### src/rtl/microwave_time_entry.sv
// Keypad MM:SS entry and load/enable sequencing for the BCD cook-timer counter chain.
// Optional feature macro: QUICK_START_EN (start from IDLE loads QUICK_SECS and runs).
module microwave_time_entry #(
    parameter int SEC_TENS_MAX = 5,
    parameter int QUICK_SECS   = 30
) (
    input  logic       clk,
    input  logic       clrn,
    input  logic       key_valid,
    input  logic [3:0] key_code,
    input  logic       start,
    input  logic       stop,
    input  logic       timer_done,
    output logic [3:0] min_tens,
    output logic [3:0] min_ones,
    output logic [3:0] sec_tens,
    output logic [3:0] sec_ones,
    output logic       loadn,
    output logic       count_en,
    output logic       entering,
    output logic       err,
    output logic [2:0] digit_cnt
);

    typedef enum logic [1:0] {
        S_IDLE,
        S_ENTRY,
        S_LOAD,
        S_RUN
    } state_t;

    localparam logic [3:0]  SEC_TENS_LIM = SEC_TENS_MAX[3:0];
    localparam logic [15:0] QUICK_BCD    = {8'h00, 4'(QUICK_SECS / 10), 4'(QUICK_SECS % 10)};

    if (SEC_TENS_MAX < 0 || SEC_TENS_MAX > 9) begin : g_bad_sec_tens
        $error("SEC_TENS_MAX must be a single BCD digit");
    end
    if (QUICK_SECS < 0 || QUICK_SECS > 59) begin : g_bad_quick
        $error("QUICK_SECS must be in 0..59");
    end

    state_t      r_state, w_state_nxt;
    logic [15:0] r_buf, w_buf_nxt;
    logic [2:0]  r_cnt, w_cnt_nxt;
    logic        r_err, w_err_nxt;
    logic        r_key_prev, r_start_prev;

    logic        w_key_edge, w_start_edge, w_digit_key;

    // An entry may start only if the seconds-tens digit is legal and the time is non-zero.
    function automatic logic entry_valid(input logic [15:0] b);
        return (b[7:4] <= SEC_TENS_LIM) && (b != 16'h0000);
    endfunction

    assign w_key_edge   = key_valid & ~r_key_prev;
    assign w_start_edge = start & ~r_start_prev;
    assign w_digit_key  = w_key_edge && (key_code <= 4'd9);

    always_ff @(posedge clk) begin
        if (!clrn) begin
            r_state      <= S_IDLE;
            r_buf        <= 16'h0000;
            r_cnt        <= 3'd0;
            r_err        <= 1'b0;
            r_key_prev   <= 1'b0;
            r_start_prev <= 1'b0;
        end else begin
            r_state      <= w_state_nxt;
            r_buf        <= w_buf_nxt;
            r_cnt        <= w_cnt_nxt;
            r_err        <= w_err_nxt;
            r_key_prev   <= key_valid;
            r_start_prev <= start;
        end
    end

    // Priority: stop > timer_done > start edge > key edge.
    always_comb begin
        w_state_nxt = r_state;
        w_buf_nxt   = r_buf;
        w_cnt_nxt   = r_cnt;
        w_err_nxt   = r_err;
        if (stop) begin
            w_state_nxt = S_IDLE;
            w_buf_nxt   = 16'h0000;
            w_cnt_nxt   = 3'd0;
            w_err_nxt   = 1'b0;
        end else begin
            case (r_state)
                S_IDLE: begin
                    if (w_start_edge) begin
`ifdef QUICK_START_EN
                        w_buf_nxt   = QUICK_BCD;
                        w_state_nxt = S_LOAD;
`else
                        w_err_nxt   = 1'b1;
`endif
                    end else if (w_digit_key) begin
                        w_buf_nxt   = {12'h000, key_code};
                        w_cnt_nxt   = 3'd1;
                        w_err_nxt   = 1'b0;
                        w_state_nxt = S_ENTRY;
                    end
                end
                S_ENTRY: begin
                    if (w_start_edge) begin
                        if (entry_valid(r_buf)) begin
                            w_state_nxt = S_LOAD;
                        end else begin
                            w_err_nxt = 1'b1;
                        end
                    end else if (w_digit_key) begin
                        w_err_nxt = 1'b0;
                        if (r_cnt < 3'd4) begin
                            w_buf_nxt = {r_buf[11:0], key_code};
                            w_cnt_nxt = r_cnt + 3'd1;
                        end
                    end
                end
                S_LOAD: begin
                    w_state_nxt = S_RUN;
                end
                S_RUN: begin
                    if (timer_done) begin
                        w_state_nxt = S_IDLE;
                        w_buf_nxt   = 16'h0000;
                        w_cnt_nxt   = 3'd0;
                    end
                end
                default: begin
                    w_state_nxt = S_IDLE;
                end
            endcase
        end
    end

    assign min_tens  = r_buf[15:12];
    assign min_ones  = r_buf[11:8];
    assign sec_tens  = r_buf[7:4];
    assign sec_ones  = r_buf[3:0];
    assign loadn     = (r_state != S_LOAD);
    assign count_en  = (r_state == S_RUN);
    assign entering  = (r_state == S_ENTRY);
    assign err       = r_err;
    assign digit_cnt = r_cnt;

endmodule

### config.mk
export PLATFORM = sky130hd
export DESIGN_NAME = microwave_time_entry
export DESIGN_NICKNAME = d
export VERILOG_FILES = /design/src/rtl/microwave_time_entry.sv
export SDC_FILE = /design/constraint.sdc
export NUM_CORES = 1
export LEC_CHECK = 0
export CAP_MARGIN = 10
export CORE_MARGIN = 1.5
export CORE_UTILIZATION = 35
export CTS_BUF_LIST = sky130_fd_sc_hd__clkbuf_4 sky130_fd_sc_hd__clkbuf_8
export DETAILED_ROUTE_END_ITERATION = 12
export DONT_BUFFER_PORTS = 1
export GPL_TIMING_DRIVEN = 0
export PLACE_DENSITY_LB_ADDON = 0.1
export SLEW_MARGIN = 15
export SYNTH_ARGS = -nofsm -noshare
export SYNTH_HDL_FRONTEND = slang
export SYNTH_SLANG_ARGS = --single-unit
### constraint.sdc
create_clock -name clk -period 2.17 [get_ports clk]
set_input_delay 0.3255 -clock clk [delete_from_list [all_inputs] [get_ports clk]]
set_output_delay 0.3255 -clock clk [all_outputs]
set_load 0.01 [all_outputs]
==> results of run 1 <==
worst min path at each step:
stage | slack (ps) | end
5_1_grt | 100 | r_key_prev
3_5_place_dp | 450 | r_key_prev
2_1_floorplan | 450 | r_key_prev
6_report | 120 | r_key_prev
4_1_cts | 100 | r_key_prev
3_3_place_gp | 450 | r_key_prev
sequential cells by signal, summed over array words and instances, names as in the netlist:
name,flops
r_start_prev,1
err,1
digit_cnt,3
r_key_prev,1
r_buf,16
r_state,2
metrics by stage:
stage	utilization	setup WS, ps	cell area [um2]
global placement	0.386	326	1170
detailed placement	0.386	312	1170
CTS	0.398	287	1200
finish	0.398	303	1200
global route	0.398	163	1200
floorplan	-	460	1110
routing by layer:
metal	wire length (um)	global-route usage	vias to the layer above
li1	-	-	405
met1	1100	0.197	372
met2	1020	0.206	31
met3	178	0.0546	5
met4	29	0.0487	0
met5	0	0	-
worst max-delay path, delay by kind of cell (launching register included):
kind	cells	cell delay, ps
AO/OA/AOI/OAI	1	220
adder cells (fa/ha/maj)	1	280
buffers and inverters	2	260
flip-flops	1	360
AND/OR/NAND/NOR	4	650
layout by cell type, fill, tap and decap left out, types with 2 or more instances in the layout:
cell and count:
sky130_fd_sc_hd__nand2b_1 2, sky130_fd_sc_hd__inv_1 3, sky130_fd_sc_hd__nor4_1 4, sky130_fd_sc_hd__dfxtp_1 24, sky130_fd_sc_hd__o21ai_1 2, sky130_fd_sc_hd__nor2_1 3
sky130_fd_sc_hd__nand2_1 7, sky130_fd_sc_hd__nor4b_1 2, sky130_fd_sc_hd__a21oi_1 8, sky130_fd_sc_hd__ha_1 5, sky130_fd_sc_hd__a22o_1 13, sky130_fd_sc_hd__clkbuf_4 3
sky130_fd_sc_hd__nand3_1 6
cells by family after synthesis:
logic type | after synthesis | share of synthesized area
AND/OR/NAND/NOR | 38 | 0.228
adder cells (fa/ha/maj) | 5 | 0.0562
buffers and inverters | 7 | 0.0585
flip-flops | 24 | 0.432
AO/OA/AOI/OAI | 32 | 0.225
cell usage after synthesis:
| library cell | instances | area share |
|---|---|---|
| sky130_fd_sc_hd__a21boi_1 | 1 | 0.0068 |
| sky130_fd_sc_hd__and2b_4 | 1 | 0.0090 |
| sky130_fd_sc_hd__nand2_1 | 7 | 0.024 |
| sky130_fd_sc_hd__buf_12 | 1 | 0.018 |
| sky130_fd_sc_hd__dfxtp_1 | 24 | 0.43 |
| sky130_fd_sc_hd__o31ai_2 | 1 | 0.011 |
| sky130_fd_sc_hd__a21oi_1 | 8 | 0.036 |
| sky130_fd_sc_hd__a21oi_2 | 1 | 0.0079 |
| sky130_fd_sc_hd__o21ai_1 | 2 | 0.0090 |
| sky130_fd_sc_hd__o21a_1 | 1 | 0.0068 |
| sky130_fd_sc_hd__and2_2 | 1 | 0.0068 |
| sky130_fd_sc_hd__o41ai_2 | 1 | 0.015 |
| sky130_fd_sc_hd__or3_4 | 1 | 0.010 |
| sky130_fd_sc_hd__buf_8 | 1 | 0.013 |
| sky130_fd_sc_hd__nand3_1 | 6 | 0.027 |
| sky130_fd_sc_hd__nor4_1 | 4 | 0.022 |
| sky130_fd_sc_hd__buf_4 | 1 | 0.0068 |
| sky130_fd_sc_hd__a41o_1 | 1 | 0.0090 |
| sky130_fd_sc_hd__nor4b_1 | 2 | 0.016 |
| sky130_fd_sc_hd__nand3b_1 | 1 | 0.0068 |
| sky130_fd_sc_hd__nand2b_1 | 2 | 0.011 |
| sky130_fd_sc_hd__ha_1 | 5 | 0.056 |
| sky130_fd_sc_hd__buf_6 | 1 | 0.010 |
| sky130_fd_sc_hd__nor2b_1 | 1 | 0.0056 |
| sky130_fd_sc_hd__nor2_4 | 1 | 0.010 |
| sky130_fd_sc_hd__a22o_1 | 13 | 0.10 |
| sky130_fd_sc_hd__and3_1 | 1 | 0.0056 |
| sky130_fd_sc_hd__and2_1 | 1 | 0.0056 |
| sky130_fd_sc_hd__nor3_4 | 1 | 0.015 |
| sky130_fd_sc_hd__nor2_1 | 3 | 0.010 |
| sky130_fd_sc_hd__and4_1 | 1 | 0.0079 |
| sky130_fd_sc_hd__nor3_1 | 1 | 0.0045 |
| sky130_fd_sc_hd__nand2b_4 | 1 | 0.012 |
| sky130_fd_sc_hd__or2b_1 | 1 | 0.0068 |
| sky130_fd_sc_hd__o21ai_0 | 1 | 0.0045 |
| sky130_fd_sc_hd__nor2b_4 | 1 | 0.012 |
| sky130_fd_sc_hd__a211oi_1 | 1 | 0.0068 |
| sky130_fd_sc_hd__o221a_1 | 1 | 0.010 |
| sky130_fd_sc_hd__inv_1 | 3 | 0.010 |
where the power goes:
group	internal, mW	switching [mW]	leakage [nW]
clock network	0.103	0.131	0.0210
logic	0.0364	0.0417	0.226
registers	0.447	0.00763	0.194
total	0.586	0.181	0.441
cell type report:
type | count | area [um2] | share of cell area
Multi-Input combinational cell | 75 | 567 | 0.471
Tap cell | 44 | 55.1 | 0.0457
Clock buffer | 4 | 36.3 | 0.0301
Buffer | 4 | 53.8 | 0.0447
Inverter | 3 | 11.3 | 0.00936
Sequential cell | 24 | 480 | 0.399
==> impl.org, run 1 <==
** Setup path
- For the worst setup path, the data arrival time is 2080 ps.
- For the worst setup path, the data required time is 2390 ps.
- FF-to-FF path depth :: 8
- The largest individual stage delay along the critical path comes from the cell sky130_fd_sc_hd__dfxtp_1.
- The most critical setup path has its endpoint at r_buf[11].
- Element type at the critical path end :: flop
- Startpoint of the lowest-slack register-to-register path :: r_state[0]
- The worst register-to-register path ends at r_buf[11].
- Kind of critical path :: reg2reg
- Traced cell by cell, the critical path runs through ha_1 -> and2b_4 -> nor2_1 -> and3_1 -> buf_6 -> nor2_4 -> buf_8 -> a22o_1.
- In this run the worst setup path begins at r_state[0].
- Sort of element at the start of the critical path :: flop
- Delay of the slowest cell on the worst path :: 360 ps
- In this run the worst path has a maximum fanout of 10.
- Setup slack on the worst reg-to-reg path comes out at 300 ps.

** CTS
- The later pin in the worst-skew pair is clocked with a latency of 320 ps.
- Clock slew at the register clock pins of the worst setup and hold paths :: 130 ps
- Post-CTS setup-driven buffer insertion count :: 0
- Clock tree root driver cell :: sky130_fd_sc_hd__clkbuf_4
- Number of clock buffers inserted by TritonCTS :: 3
- Cells resized by post-CTS repair :: 0
- For this design, the sink count on the clock tree is 24.
- CTS tree :: built
- Maximum root-to-sink buffer count :: 2
- CTS HTree Levels :: 1
- Hold repair after CTS inserted 0 buffers.

** Hold path
- Number of instances on the worst hold path :: 1
- The worst hold path belongs to the class in2reg.
- Hold path startpoint :: key_valid

** Floorplanning
- Total Die Area :: 0.00353 mm2
- Measured along the x axis, the die boundary spans 59.4 um.
- The initial utilization of the core area, before any placement, comes to 0.367.
- 33 I/O pins were placed.
- The floorplan has 20 rows.
- The die is 59.4 um tall.
- Core ar. :: 0.00303 mm2

** Cells and area
- Excluding fillers, the count of instances in the completed layout stands at 154.
- Fill cell count :: 301
- After the last flow step, the layout net total stands at 126.
- Synth-to-Final Area Change :: 8.21%
- The repair_antennas step left the layout with diodes totalling 0.
- Fraction of final layout cells with drive strength greater than 1 :: 0.164

** Global route
- Vias in the first global route :: 741
- The initial antenna violation count came to 0.
- In the global route stage, overall resource usage came out at 0.144.
- Entering global routing, the biggest net connects 14 pins.
- Residual overflow from global routing :: 0
- The first global-routing pass estimated 3750 um of wire.

** Yosys
- Yosys printed 0 warnings.
- Mapped Avg Cell Area :: 10.5 um2
- The synthesized design contains 24 register bits.
- Syn Nets :: 121
- Synthesis instantiated 39 different standard cells from the library.
- Synthesis produced 106 cells.
- Sequential share of the synthesized area :: 0.432
- Synthesized area :: 0.00111 mm2

** Outcome
- Result of the run :: finished, final reports clean

** STA
- Setup violations remaining at the end of the flow were counted as 0.
- For the final database, setup skew stands at 7.08 ps.
- At the pin with the least slew margin, the transition time is 402 ps.
- Max transition margin :: 0.732
- The count of pins over their slew limit was 0.
- Share of the clock period used by the worst path :: 0.860
- Accumulated negative setup slack :: 0 ps
- Clock period minus worst slack :: 1870 ps
- Peak Freq :: 0.536 GHz
- Worst hold margin :: 118 ps
- The number of hold violations in the final report came to 0.
- RSZ-0062 raised after global routing :: no

** Detailed routing
- In the final routed layout, each cell accounts on average for 15.1 um.
- Drt via density :: 5.28
- In this run, the number of DRC markers left after iteration 0 of detailed routing was 31.
- The count of nets left with antenna violations once routing finished came out at 0.
- Summing over every cut layer, the via total after detailed routing is 813.
- Number of design rule violations left after detail routing :: 0
- Routed wire length :: 2320 um
- For this run, the detailed router's first-pass iteration total came to 4.

** Power and ir drop
- Dividing total power by cell area gives a power density of 637 mW/mm2.
- Total power after layout :: 0.767 mW
- The analysis attributes to cell leakage a power of 0.441 nW.
- VDD sags by at most 434 uV.

** Placement
- HPWL after DPL :: 1800 um
- Once placement completed, the tool counted placed cells totaling 150.
- IO buf count :: 0
- GPL Wtd Cong :: 0.805

** Job
- Max_cap viols :: 0
Note: power is estimated with default switching activity, not from simulation.
==> run 2, diff against run 1 <==
--- a/config.mk
+++ b/config.mk
@@ -7,7 +7,7 @@
 export LEC_CHECK = 0
 export CAP_MARGIN = 10
 export CORE_MARGIN = 1.5
-export CORE_UTILIZATION = 35
+export CORE_UTILIZATION = 45
 export CTS_BUF_LIST = sky130_fd_sc_hd__clkbuf_4 sky130_fd_sc_hd__clkbuf_8
 export DETAILED_ROUTE_END_ITERATION = 12
 export DONT_BUFFER_PORTS = 1
==> run 2 against run 1 <==
Compared with the run above: combinational power grew 2%; critical path depth unchanged; highest routed layer unchanged; via count rose by 2.5%; critical endpoint is now r_buf[9]; non-clock buffer count stayed put; maximum frequency is 2.3% lower; routed wire length up 1.5%; clock power up 43%; sequential power about the same; register-to-register slack worse by 40 ps.
==> impl.org, run 2 (synthesis gave the netlist of run 1 again) <==
** Setup path
- Critical path, cell by cell :: ha_1 -> and2b_4 -> nor2_1 -> and3_1 -> buf_6 -> nor2_4 -> buf_8 -> a22o_1 (unchanged)
- The kind of launch point of the worst setup path is a flop (unchanged).
- The beginning of the critical path was r_state[0] (unchanged).
- Setup slack of the worst register-to-register path :: 260 ps (was 300 ps)
- The startpoint of the worst register-to-register path is r_state[0] (unchanged).
- The largest fanout on the critical path came to 10 (unchanged).
- Cell with the largest stage delay on the worst path :: sky130_fd_sc_hd__dfxtp_1 (unchanged)
- Required arrival time at the worst endpoint :: 2410 ps (was 2390 ps)
- The delay of the slowest cell on the worst path came to 360 ps (about the same).
- Kind of critical path :: reg2reg (unchanged)
- Element type at the critical path end :: flop (unchanged)
- The depth of the most critical reg-to-reg path was 8 (unchanged).
- Worst reg2reg endpoint :: r_buf[9] (was r_buf[11])
- The data arrival time of the critical path came to 2150 ps (was 2080 ps).

** STA
- Clock period minus worst slack :: 1910 ps (was 1870 ps)
- Measured slew at the worst slew-check pin :: 420 ps (was 402 ps)
- RSZ-0062 raised after global routing :: no (unchanged)
- Number of pins with negative max-slew slack in the final report :: 0 (unchanged)
- Peak Freq :: 0.523 GHz (was 0.536 GHz)
- Final setup vio count :: 0 (unchanged)
- Setup clock skew after layout :: 3.45 ps (was 7.08 ps)
- Count of endpoints failing hold in the final timing report :: 0 (unchanged)
- Worst path setup slack after routing :: 259 ps (was 303 ps)
- The share of the clock period used by the worst path after layout came to 0.880 (was 0.860).
- Max transition margin :: 0.720 (was 0.732)
- Accumulated negative setup slack :: 0 ps (unchanged)

** CTS
- The number of setup buffers added after CTS came to 0 (unchanged).
- Number of clock buffers inserted by TritonCTS :: 3 (unchanged)
- The clock-pin slew of the registers on the worst-case setup and hold paths came to 140 ps (was 130 ps).
- The maximum clock path buffer count was 2 (unchanged).
- The clock tree root driver cell was sky130_fd_sc_hd__clkbuf_4 (unchanged).
- The count of H-tree levels built during CTS was 1 (unchanged).
- Number of buffers inserted by hold repair at cts :: 0 (unchanged)
- The count of clock tree sinks is 24 (unchanged).
- CTS tree :: built (unchanged)
- Clock latency reported for the late side of the worst-skew pair :: 320 ps (about the same)
- Cells resized by post-CTS repair :: 0 (unchanged)

** Outcome
- Result of the run: finished, final reports clean (unchanged).

** Floorplanning
- The floorplan die height came to 52.7 um (was 59.4 um).
- The horizontal die dimension was 52.7 um (was 59.4 um).
- Starting Density :: 0.489 (was 0.367)
- The number of primary I/O pins came to 33 (unchanged).
- The die area is 0.00278 mm2 (was 0.00353 mm2).
- The standard cell core area is 0.00228 mm2 (was 0.00303 mm2).
- The number of cell rows came to 17 (was 20).

** Detailed routing
- The number of search-and-repair iterations in the first detailed-routing pass was 4 (unchanged).
- Routed wire length :: 2360 um (was 2320 um)
- The via count of the routed design was 833 (was 813).
- The initial detailed-routing violation count came to 30 (was 31).
- Post-route antenna net violation count :: 0 (unchanged)
- Drt via density :: 6.04 (was 5.28)
- The total DRC errors in the routed layout was 0 (unchanged).
- The detail-routed net length per standard cell was 17.1 um (was 15.1 um).

** Cells and area
- The number of flip-flops in the largest register came to 16 (unchanged).
- Antenna Diode Count :: 0 (unchanged)
- The most common cell after layout, fill and taps aside was sky130_fd_sc_hd__dfxtp_1 (unchanged).
- The fraction of final layout cells sized beyond drive strength 1 came to 0.164 (unchanged).
- The register with the most flip-flops is r_buf (unchanged).
- The utilization after layout came to 0.527 (was 0.398).
- Synth-to-Final Area Change :: 7.87% (was 8.21%)
- Most frequent cells in the layout: 24 x sky130_fd_sc_hd__dfxtp_1, 13 x sky130_fd_sc_hd__a22o_1, 8 x sky130_fd_sc_hd__a21oi_1, 7 x sky130_fd_sc_hd__nand2_1, 6 x sky130_fd_sc_hd__nand3_1 (unchanged).
- The layout net count came to 126 (unchanged).
- Fill cell count :: 207 (was 301)

** Global route
- The initial antenna violation count was 0 (unchanged).
- Vias in the first global route :: 787 (was 741)
- The first-pass GRT wire length was 3780 um (was 3750 um).
- The maximum number of pins on one net before global-route repair came to 15 (was 14).
- Residual overflow from global routing :: 0 (unchanged)
- The global-route usage over all layers came to 0.189 (was 0.144).

** Power and ir drop
- Maximum VDD drop :: 429 uV (was 434 uV)
- The total power of the final layout is 0.869 mW (was 0.767 mW).
- Total power divided by cell area :: 724 mW/mm2 (was 637 mW/mm2)
- Static leakage :: 0.448 nW (was 0.441 nW)

** Placement
- The count of port buffers added during placement is 0 (unchanged).
- The final HPWL from detailed placement came to 1730 um (was 1800 um).
- GPL Wtd Cong :: 0.767 (was 0.805)
- Place WS :: 297 ps (was 312 ps)

** Hold path
- The worst hold path class was in2reg (unchanged).
- Number of instances on the worst hold path :: 1 (unchanged)
- Hold endpoint :: r_key_prev (unchanged)
- The startpoint of the worst hold path is key_valid (unchanged).

** Job
- Max_cap viols :: 0 (unchanged)
[run 2: cell types whose count changed in the layout (fill, tap and decap cells not counted)]
| cell | before | now |
|---|---|---|
| sky130_fd_sc_hd__bufinv_16 | 0 | 1 |
| sky130_fd_sc_hd__clkbuf_8 | 1 | 0 |
[run 2: area by class of cell]
type | count | area (um2) | area share
clock inverter | 1 | 30.0 | 0.0250
clock buffer | 3 | 22.5 | 0.0188
buffer | 4 | 53.8 | 0.0448
sequential | 24 | 480 | 0.400
inverter | 3 | 11.3 | 0.00938
multi-input combinational | 75 | 567 | 0.472
tap | 28 | 35.0 | 0.0292
[run 2: where the power goes]
| group | switching, mW | total, mW | leakage [nW] | internal (mW) |
|---|---|---|---|---|
| sequential | 0.00770 | 0.455 | 0.194 | 0.447 |
| clock | 0.147 | 0.334 | 0.0279 | 0.187 |
| combinational | 0.0435 | 0.0799 | 0.226 | 0.0364 |
[run 2: per-layer routing]
layer	part of all wire	wire length, um	global-route usage
met3	0.047	110	0.0514
met1	0.51	1200	0.260
met5	0	0	0
met4	0.013	31	0.0769
met2	0.43	1010	0.277
[run 2: through the flow]
step | hold slack, ps | cells | area [um2]
final | 113 | 138 | 1200
after global routing | 95.1 | 138 | 1200
after CTS | 102 | 138 | 1200
after detailed placement | 450 | 134 | 1150
after global placement | 448 | 134 | 1150
after floorplan | 447 | 106 | 1110
[run 2: worst max-delay path by stage]
| stage | end | depth (start not counted) |
|---|---|---|
| floorplan | r_buf[10] | 8 |
| detailed placement | r_buf[6] | 8 |
| global route | r_buf[11] | 8 |
| CTS | r_buf[6] | 8 |
| finish | r_buf[9] | 8 |
| global placement | r_buf[11] | 8 |
[run 2: critical path, delay by kind of cell, from the launching register on]
kind,cells,cell delay [ps]
AO/OA/AOI/OAI,1,220
adder cells (fa/ha/maj),1,280
buffers and inverters,2,270
flip-flops,1,360
AND/OR/NAND/NOR,4,680
==> run 3, diff against run 2 <==
==> constraint.sdc (replaced) <==
create_clock -name clk -period 1.5 [get_ports clk]
set_input_delay 0.225 -clock clk [delete_from_list [all_inputs] [get_ports clk]]
set_output_delay 0.225 -clock clk [all_outputs]
set_load 0.01 [all_outputs]
==> run 3 against run 2 <==
Compared with the run above: register-to-register slack worse by 290 ps; critical endpoint unchanged; the flow now finishes with violations (setup timing); non-clock buffer count is 5 higher; hold slack worse by 100 ps; cell area is 14% higher; flip-flop and latch count stayed put.
==> impl.org, run 3 (synthesis gave the netlist of run 1 again) <==
** CTS
- The CTS tree is built (unchanged).
- The maximum clock path buffer count came to 2 (unchanged).
- The number of CTS-inserted buffers was 3 (unchanged).
- The clock tree root driver cell is sky130_fd_sc_hd__clkbuf_4 (unchanged).
- The hold buffer count at cts is 0 (unchanged).
- The clock-pin slew of the registers on the worst-case setup and hold paths is 140 ps (about the same).
- Number of clock sinks seen by CTS :: 24 (unchanged)
- The source-to-sink clock delay at the later pin of the worst-skew pair is 320 ps (about the same).
- The count of H-tree levels built during CTS was 1 (unchanged).

** STA
- RSZ-0062 raised after global routing :: yes (was no)
- Share of the clock period used by the worst path :: 1.02 (was 0.880)
- The fmax was 0.651 GHz (was 0.523 GHz).
- Count of endpoints failing hold in the final timing report :: 0 (unchanged)
- Max transition margin :: 0.809 (was 0.720)
- Number of pins with negative max-slew slack in the final report :: 0 (unchanged)
- Measured slew at the worst slew-check pin :: 282 ps (was 420 ps)
- Worst path setup slack after routing :: -35.4 ps (was 259 ps)
- The final setup TNS is -293 ps (was 0 ps).
- The final period demand of the worst path is 1540 ps (was 1910 ps).
- The total setup violations reported at the end of the flow came to 12 (was 0).
- The worst clock skew on the final layout was 2.40 ps (was 3.45 ps).

** Floorplanning
- The number of primary I/O pins came to 33 (unchanged).
- The floorplan die height came to 52.7 um (unchanged).
- The die area is 0.00278 mm2 (unchanged).
- The horizontal die dimension is 52.7 um (unchanged).
- Core ar. :: 0.00228 mm2 (unchanged)
- The number of cell rows came to 17 (unchanged).
- Starting Density :: 0.489 (unchanged)

** Placement
- The final HPWL from detailed placement came to 1720 um (was 1730 um).
- Place WS :: -140 ps (was 297 ps)
- IO buf count :: 0 (unchanged)
- The routability congestion estimate was 0.750 (was 0.767).

** Global route
- The global-route usage over all layers came to 0.180 (was 0.189).
- The first-pass GRT wire length is 3590 um (was 3780 um).
- Antenna violations before repair :: 0 (unchanged)
- Residual overflow from global routing :: 0 (unchanged)
- The maximum number of pins on one net before global-route repair was 15 (unchanged).
- Vias in the first global route :: 718 (was 787)

** Power and ir drop
- Psw :: 0.291 mW (was 0.198 mW)
- The power per unit of standard cell area came to 932 mW/mm2 (was 724 mW/mm2).
- Gate power share :: 0.106 (was 0.092)
- Maximum VDD drop :: 533 uV (was 429 uV)
- The leakage power of the design came to 0.493 nW (was 0.448 nW).
- The cell-internal power came to 0.979 mW (was 0.671 mW).
- The switching share of total power was 0.229 (was 0.228).
- The total power of the final layout came to 1.27 mW (was 0.869 mW).
- The clock network fraction of design power came to 0.377 (was 0.384).
- Part of the power in registers :: 0.517 (was 0.524)

** Detailed routing
- The total length of routed wires is 2430 um (was 2360 um).
- Number of design rule violations left after detail routing :: 0 (unchanged)
- The initial detailed-routing violation count was 9 (was 30).
- Detailed-router iteration count before antenna repair :: 4 (unchanged)
- Post-route antenna net violation count :: 0 (unchanged)
- Via total after detailed routing :: 866 (was 833)
- The detail-routed net length per standard cell was 17.0 um (was 17.1 um).
- Drt via density :: 6.06 (was 6.04)

** Hold path
- Worst min-delay path category :: in2reg (unchanged)

** Cells and area
- Antenna Diode Count :: 0 (unchanged)
- The layout net count is 131 (was 126).
- The count of filler cells inserted in the layout is 173 (was 207).
- The register with the most flip-flops is r_buf (unchanged).
- The most common cell after layout, fill and taps aside is sky130_fd_sc_hd__a22o_1 (was sky130_fd_sc_hd__dfxtp_1).
- The fraction of final layout cells sized beyond drive strength 1 was 0.417 (was 0.164).
- Most frequent cells in the layout :: 13 x sky130_fd_sc_hd__a22o_1, 12 x sky130_fd_sc_hd__dfxtp_2, 10 x sky130_fd_sc_hd__dfxtp_1, 8 x sky130_fd_sc_hd__a21oi_1, 7 x sky130_fd_sc_hd__nand2_1 (was 24 x sky130_fd_sc_hd__dfxtp_1, 13 x sky130_fd_sc_hd__a22o_1, 8 x sky130_fd_sc_hd__a21oi_1, 7 x sky130_fd_sc_hd__nand2_1, 6 x sky130_fd_sc_hd__nand3_1)
- The number of flip-flops in the largest register came to 16 (unchanged).
- The area growth from synthesis to layout was 22.5% (was 7.87%).

** Setup path
- Delay of the slowest cell on the worst path :: 320 ps (was 360 ps)
- The data arrival time of the critical path came to 1770 ps (was 2150 ps).
- The master of the slowest instance on the critical path is sky130_fd_sc_hd__dfxtp_1 (unchanged).
- Top fanout value on the critical path :: 10 (unchanged)
- Required arrival time at the worst endpoint :: 1730 ps (was 2410 ps)
- Element type at the critical path end :: flop (unchanged)
- Critical path, cell by cell: nand2b_4 -> o41ai_4 -> and3_4 -> nor2_4 -> buf_8 -> a22o_1 (was ha_1 -> and2b_4 -> nor2_1 -> and3_1 -> buf_6 -> nor2_4 -> buf_8 -> a22o_1).
- The kind of launch point of the worst setup path was a flop (unchanged).
- Kind of critical path :: reg2reg (unchanged)

** Outcome
- Result of the run: finished with violations (was finished, final reports clean).
- Violated checks :: setup timing

** Job
- The max capacitance violation total is 0 (unchanged).
[run 3: changes by cell type in the layout (fill, tap and decap cells not counted), moves of 2 or more]
cell,change
sky130_fd_sc_hd__nor4_2,+3
sky130_fd_sc_hd__ha_4,+4
sky130_fd_sc_hd__dfxtp_1,-14
sky130_fd_sc_hd__buf_4,+4
sky130_fd_sc_hd__dfxtp_4,+2
sky130_fd_sc_hd__nor4_1,-3
sky130_fd_sc_hd__dfxtp_2,+12
sky130_fd_sc_hd__ha_1,-4
[run 3: final cells by class]
type	instances	area, um2	area share
multi-input cells	75	672	0.493
flip-flops and latches	24	503	0.369
plain buffers	3	46.3	0.0340
repair buffers	6	42.5	0.0312
well taps	28	35.0	0.0257
clock inverters	1	30.0	0.0220
clock buffers	3	22.5	0.0165
inverters	3	11.3	0.00826
[run 3: stage by stage]
step	util	hold WS, ps	instance area, um2	cells
3_3_place_gp	0.522	350	1190	134
3_5_place_dp	0.522	352	1190	134
5_1_grt	0.599	3.15	1360	143
6_report	0.599	10.8	1360	143
2_1_floorplan	-	347	1150	106
4_1_cts	0.562	11.1	1280	141
[run 3: power by group through the flow]
stage,logic (mW),registers (mW),clock network [mW]
floorplan,0.0984,0.672,0
global placement,0.115,0.675,0
detailed placement,0.116,0.675,0
CTS,0.122,0.657,0.484
global route,0.146,0.659,0.513
finish,0.135,0.657,0.478
[run 3: routing by layer]
metal,routed length (um),part of all wire,global-route usage
met1,1090,0.45,0.233
met2,1140,0.47,0.275
met3,165,0.068,0.0543
met4,43,0.018,0.0769
met5,0,0,0
[run 3: repair_timing]
item / CTS / global route
gates cloned: 0 / 0
endpoints found under the setup margin: 16 / 22
pin swaps: 2 / 13
setup buffers: 4 / 2
gates resized for setup: 7 / 18
[run 3: final timing paths]
check / cells after the start / startpoint / slack, ps / to
worst max register to register: 6 / r_key_prev / -40 / r_buf[9]
worst min-delay path: 1 / key_valid / 10 / r_key_prev
worst max-delay path: 6 / r_key_prev / -40 / r_buf[9]
worst min register to register: 2 / r_buf[3] / 520 / r_buf[3]
[run 3: worst max-delay path, delay by kind of cell, from the launching register on]
kind | cells | cell delay [ps]
buf+inv | 1 | 130
simple gates | 3 | 460
flops | 1 | 320
compound gates | 2 | 540
